[config.mk]
export PLATFORM = sky130hd
export DESIGN_NAME = inst_mem_ctrl
export DESIGN_NICKNAME = d
export VERILOG_FILES = /design/src/rtl/inst_mem_ctrl.sv
export SDC_FILE = /design/constraint.sdc
export NUM_CORES = 1
export LEC_CHECK = 0
export CAP_MARGIN = 25
export CORE_MARGIN = 1
export CORE_UTILIZATION = 49
export CTS_BUF_LIST = sky130_fd_sc_hd__clkbuf_8
export DETAILED_ROUTE_END_ITERATION = 10
export PLACE_DENSITY_LB_ADDON = 0.3
export SYNTH_ARGS = -nofsm -noshare
export SYNTH_HDL_FRONTEND = slang
export SYNTH_SLANG_ARGS = --single-unit
[constraint.sdc]
create_clock -name clk -period 2.3 [get_ports clk]
set_clock_uncertainty 0.1 [all_clocks]
set_input_delay 0.46 -clock clk [delete_from_list [all_inputs] [get_ports clk]]
set_output_delay 0.46 -clock clk [all_outputs]
set_load 0.02 [all_outputs]
[src/rtl/inst_mem_ctrl.sv]
// rtl/inst_mem_ctrl.sv - instruction fetch request controller: fetch handshake to one-outstanding bus read
// Covers redirect flushes, misaligned addresses and bus timeouts; every output is registered.
module inst_mem_ctrl #(
    parameter int                ADDR_W   = 32,
    parameter int                DATA_W   = 32,
    parameter int                TIMEOUT  = 255,
    parameter logic [DATA_W-1:0] NOP_INST = DATA_W'(32'h00000013)
) (
    input  logic              clk,
    input  logic              rst,
    input  logic              inst_mem_read_en,
    input  logic [ADDR_W-1:0] inst_addr,
    input  logic              flush,
    output logic [DATA_W-1:0] inst_data,
    output logic              inst_mem_ready,
    output logic              inst_fault,
    output logic              bus_req_valid,
    output logic [ADDR_W-1:0] bus_req_addr,
    input  logic              bus_req_ready,
    input  logic              bus_rsp_valid,
    input  logic [DATA_W-1:0] bus_rsp_data,
    input  logic              bus_rsp_err
);

    localparam logic [7:0] TMO = 8'(TIMEOUT);

    typedef enum logic [2:0] {IDLE, REQ, WAIT, DONE, DROP} state_t;

    state_t            state_q;
    logic [ADDR_W-1:0] addr_q;
    logic [DATA_W-1:0] inst_data_q;
    logic              ready_q;
    logic              fault_q;
    logic              req_valid_q;
    logic [ADDR_W-1:0] req_addr_q;
    logic              drop_q;
    logic              pending_q;
    logic              done_first_q;
    logic [7:0]        cnt_q;

    logic              drop_exit_d;
    logic              pending_d;
    logic [ADDR_W-1:0] pend_addr_d;
    logic              launch_d;
    logic [ADDR_W-1:0] launch_addr_d;
    logic [7:0]        cnt_d;

    // A read_en seen in the exit cycle of DROP still counts; a flush in that cycle cancels it.
    always_comb begin
        drop_exit_d   = (state_q == DROP) && (bus_rsp_valid || (cnt_q == TMO));
        pending_d     = !flush && (inst_mem_read_en || pending_q);
        pend_addr_d   = (inst_mem_read_en && !flush) ? inst_addr : addr_q;
        cnt_d         = (cnt_q == TMO) ? cnt_q : cnt_q + 8'd1;
        launch_d      = 1'b0;
        launch_addr_d = inst_addr;
        case (state_q)
            IDLE:    launch_d = inst_mem_read_en;
            DONE:    launch_d = !done_first_q && inst_mem_read_en && !flush;
            DROP: begin
                launch_d      = drop_exit_d && pending_d;
                launch_addr_d = pend_addr_d;
            end
            default: launch_d = 1'b0;
        endcase
    end

    always_ff @(posedge clk) begin
        if (rst) begin
            state_q      <= IDLE;
            addr_q       <= '0;
            inst_data_q  <= '0;
            ready_q      <= 1'b0;
            fault_q      <= 1'b0;
            req_valid_q  <= 1'b0;
            req_addr_q   <= '0;
            drop_q       <= 1'b0;
            pending_q    <= 1'b0;
            done_first_q <= 1'b0;
            cnt_q        <= '0;
        end else begin
            done_first_q <= 1'b0;
            case (state_q)
                REQ: begin
                    if (bus_req_ready) begin
                        req_valid_q <= 1'b0;
                        cnt_q       <= '0;
                        drop_q      <= 1'b0;
                        state_q     <= (drop_q || flush) ? DROP : WAIT;
                    end else if (flush) begin
                        drop_q <= 1'b1;
                    end
                end
                WAIT: begin
                    cnt_q <= cnt_d;
                    if (flush) begin
                        state_q <= bus_rsp_valid ? IDLE : DROP;
                    end else if (bus_rsp_valid) begin
                        state_q      <= DONE;
                        inst_data_q  <= bus_rsp_data;
                        fault_q      <= bus_rsp_err;
                        ready_q      <= 1'b1;
                        done_first_q <= 1'b1;
                    end else if (cnt_q == TMO) begin
                        state_q      <= DONE;
                        inst_data_q  <= NOP_INST;
                        fault_q      <= 1'b1;
                        ready_q      <= 1'b1;
                        done_first_q <= 1'b1;
                    end
                end
                DONE: begin
                    if (flush) begin
                        state_q <= IDLE;
                        ready_q <= 1'b0;
                        fault_q <= 1'b0;
                    end
                end
                DROP: begin
                    cnt_q     <= cnt_d;
                    addr_q    <= pend_addr_d;
                    pending_q <= pending_d;
                    if (drop_exit_d) begin
                        state_q   <= IDLE;
                        pending_q <= 1'b0;
                    end
                end
                default: ;
            endcase
            // Starting a new fetch overrides whatever the state branch chose above.
            if (launch_d) begin
                if (launch_addr_d[1:0] != 2'b00) begin
                    state_q      <= DONE;
                    inst_data_q  <= NOP_INST;
                    fault_q      <= 1'b1;
                    ready_q      <= 1'b1;
                    done_first_q <= 1'b1;
                end else begin
                    state_q     <= REQ;
                    req_valid_q <= 1'b1;
                    req_addr_q  <= launch_addr_d;
                    ready_q     <= 1'b0;
                    fault_q     <= 1'b0;
                end
            end
        end
    end

    assign inst_data      = inst_data_q;
    assign inst_mem_ready = ready_q;
    assign inst_fault     = fault_q;
    assign bus_req_valid  = req_valid_q;
    assign bus_req_addr   = req_addr_q;

endmodule

==> results.json <==
{
  "finalNonFillerCells": 778,
  "cpMaxStageDelayCell": "dfxtp_1",
  "p_per_area_nw_per_um2": 910,
  "period_share_pct": 93.9,
  "synth_compound_area_share_pct": 22.9,
  "yosysWarnings": 0,
  "floorplan.core_area_um2": 9150,
  "mappedNetlistArea_um2": 4610,
  "ys_top_cells_by_area": "dfxtp_1, a21oi_1, mux2i_1",
  "synth_async_sr_flop_share_pct": 0,
  "synth_simple_gate_area_share_pct": 14.2,
  "cts_post_setup_buffers_inserted": 0,
  "timing_hold_violations_final": 0,
  "antenna_cells_inserted": 0,
  "cts_hold_repair.buffers": 0,
  "setup_viol": 0,
  "cells_along_the_critical_path": "nor3b_4, nor3b_2, a21oi_4, nor2_2, buf_4, a211oi_1",
  "timing.fmax_ghz": 0.463,
  "crit_type": "flip-flop to flip-flop",
  "post_drt_via_cell_ratio": 5.55,
  "remaining_drc_errors": 0,
  "critical_path.top_delay_family": "simple AND/OR/NAND/NOR gates",
  "cts.sink_count": 113,
  "worst_skew_pair.late_latency_ns": 0.43,
  "p_comb_share_pct": 27.4,
  "max_slew_margin_pct": 58.1,
  "synthDominantAreaCellType": "dfxtp_1",
  "postSynth.topFlopCell": "dfxtp_1",
  "post_dp_cell_area_um2": 6190,
  "p_clk_share_pct": 35.1,
  "cts_tree": "done",
  "groute.usage.overall_pct": 25.7,
  "tightestPinTransition_ns": 0.628,
  "clk_pin_slew_worst_paths_ns": 0.07,
  "finish.net_count": 726,
  "global_route_wire_length_before_repair_mm": 19.8,
  "first_global_vias": 4246,
  "count_of_flip_flops_with_a_built_in_enable_after_synthesis": 0,
  "stdcell_area_um2": 6670,
  "synthesis.area_per_instance_um2": 8.95,
  "dpl.cell_count": 746,
  "vias": 4316,
  "slowest_delay_ns": 0.41,
  "timing.final.ws_setup_ns": 0.141,
  "synthDistinctLibCells": 44,
  "p_sw_mw": 1.81,
  "htree_levels": 4,
  "post-route-min-period_ns": 2.16,
  "dominant_combinational_cell_family_by_area_after_synthesis": "compound AO/OA/AOI/OAI gates",
  "grt_setup_unrepaired": "false",
  "wl_per_cell_um": 15.7,
  "cts_root_buffer": "clkbuf_8",
  "start_util_pct": 50.3,
  "endpoint_arrival_time_on_the_critical_path_ns": 2.35,
  "worstSetupStartpointType": "flip-flop",
  "totalPowerFinal_mw": 6.07,
  "cts-root-to-sink-buffers": 2,
  "cap_violations": 0,
  "post-synth-top-area-fraction_pct": 49.1,
  "critPathMaxFanout": 16,
  "power.share.sequential_pct": 37.4,
  "power.share.switching_pct": 29.8,
  "placementRows": 35,
  "die_area_um2": 9800,
  "antenna_found_initial": 0,
  "areaGrowthSynthToFinish_pct": 44.8,
  "vdd_drop_max_mv": 0.515,
  "final_layout_size_suffix_gt1_share_pct": 10.3,
  "gp_congestion": 0.849,
  "p_int_mw": 4.26,
  "finalWirelength_mm": 12.2,
  "fin_util_pct": 72.9,
  "detailedRoute.firstPassIterationCount": 7,
  "pin_count": 138,
  "detail-route-antenna-nets": 0,
  "dieWidth_um": 99.0,
  "pin_count_of_the_biggest_net_entering_global_routing": 76,
  "yosys.area_share.xor_xnor_pct": 0.760,
  "synth-seq-cells": 113,
  "cts-buffers-inserted": 17,
  "detail_route.iter0.violations": 137,
  "end_kind": "flip-flop",
  "leakage_nw": 2.56,
  "cp_num_buf_inv": 1,
  "yosysSeqAreaShare_pct": 49.1,
  "synth_adder_area_share_pct": 0.272,
  "pre_cts_ws_ns": -0.117,
  "floorplan.die.height_um": 99.0,
  "synth.area.mux_share_pct": 7.49,
  "synth_fp_nets": 587,
  "post-dp-hpwl_mm": 8.29,
  "cp_data_required_time_ns": 2.49,
  "synthesis.instances": 515,
  "io_buffer_count": 137,
  "grt.overflow.total": 0,
  "status": "complete, no violations",
  "hold_removal_path_class": "flip-flop to flip-flop",
  "maxSlewViolCount": 0
}
## final timing paths
| kind | from | end | slack, ns | depth (start not counted) |
|---|---|---|---|---|
| setup / recovery | state_q[0] | bus_req_addr[9] | 0.14 | 6 |
| hold / removal | addr_q[12] | addr_q[12] | 0.35 | 2 |
| setup reg to reg | state_q[0] | bus_req_addr[9] | 0.14 | 6 |
| hold reg to reg | addr_q[12] | addr_q[12] | 0.35 | 2 |
## cell usage after synthesis (all sizes together), types with 2 or more instances
cell type and n:
nand3 5, a21oi 78, nand3b 2, and2 2, a22oi 29, a21o 2, dfxtp 113, xor2 4
nor3b 2, or3 2, nand2 76, buf 19, nor2 48, and3 4, o21ai 9, o21a 2
nor3 4, a211oi 30, a31oi 2, o2111ai 3, inv 5, o31a 2, nand2b 2, mux2i 33
clkbuf 23, o22ai 3
## final cells by class
| class | count | area [um2] |
|---|---|---|
| Clock buffer | 19 | 262 |
| Clock inverter | 13 | 193 |
| Fill cell | 684 | 2480 |
| Inverter | 5 | 18.8 |
| Multi-Input combinational cell | 355 | 2140 |
| Sequential cell | 113 | 2260 |
| Tap cell | 111 | 139 |
| Timing Repair Buffer | 162 | 1650 |
## per-layer routing
layer	share of wire [%]	wire length, um	global-route usage, %	vias up
met1	42	5120	29.4	2035
met3	4.9	597	6.24	30
met4	3.0	367	12.9	0
met5	0	0	0	-
met2	50	6160	44.7	142
li1	-	-	-	2109
## cells by family (layout without fill, tap and decap cells)
kind of cell	count (synthesis)	count (layout)
compound gates	165	165
xor+xnor	4	4
fa+ha+maj	1	1
buf+inv	47	199
flops	113	113
mux	34	34
simple gates	151	151
## power groups by stage
stage | clock network, mW | registers (mW) | logic [mW]
after floorplan | 0 | 2.41 | 0.862
after global placement | 0 | 2.30 | 1.59
after detailed placement | 0 | 2.31 | 1.64
after CTS | 2.16 | 2.27 | 1.65
after global routing | 2.27 | 2.29 | 1.79
final | 2.13 | 2.27 | 1.67
## timing repair
item	in CTS	in global routing
setup endpoints to repair	0	9
resized for setup	0	4
hold endpoints to repair	0	0
## layout by cell type (no fill, tap or decap), types with 3 or more instances in the layout
cell,synthesis,final
o21ai_0,6,6
mux2i_1,33,33
a211oi_1,30,30
o22ai_1,3,3
buf_4,4,17
a22oi_1,29,29
inv_1,5,8
o2111ai_1,3,3
buf_12,0,8
nand2_1,76,76
clkbuf_8,0,19
nand3_1,5,5
nor3_1,3,3
and3_1,4,4
dfxtp_1,113,113
clkinv_2,0,3
a21oi_1,76,76
nor2_1,48,46
xor2_1,4,4
bufinv_16,0,5
clkdlybuf4s50_1,0,136
## worst min-delay path, cell delays in order (launching register included)
cell	delay (ns)
dfxtp_1	0.31
nand2_1	0.05
a21oi_1	0.05
## sequential cells by signal (all words and copies together), names as in the netlist
signal          cells
cnt_q               8
bus_req_valid       1
addr_q             32
pending_q           1
bus_req_addr       32
drop_q              1
inst_fault          1
inst_mem_ready      1
done_first_q        1
inst_data          32
state_q             3
## per-stage QoR
step                      setup TNS [ns]  hold WS [ns]
after floorplan                        0         0.336
after global placement           -0.0482         0.341
after detailed placement           -1.59         0.346
after CTS                              0         0.328
after global routing                   0         0.361
final                                  0         0.354
Note: power is estimated with default switching activity, not from simulation.
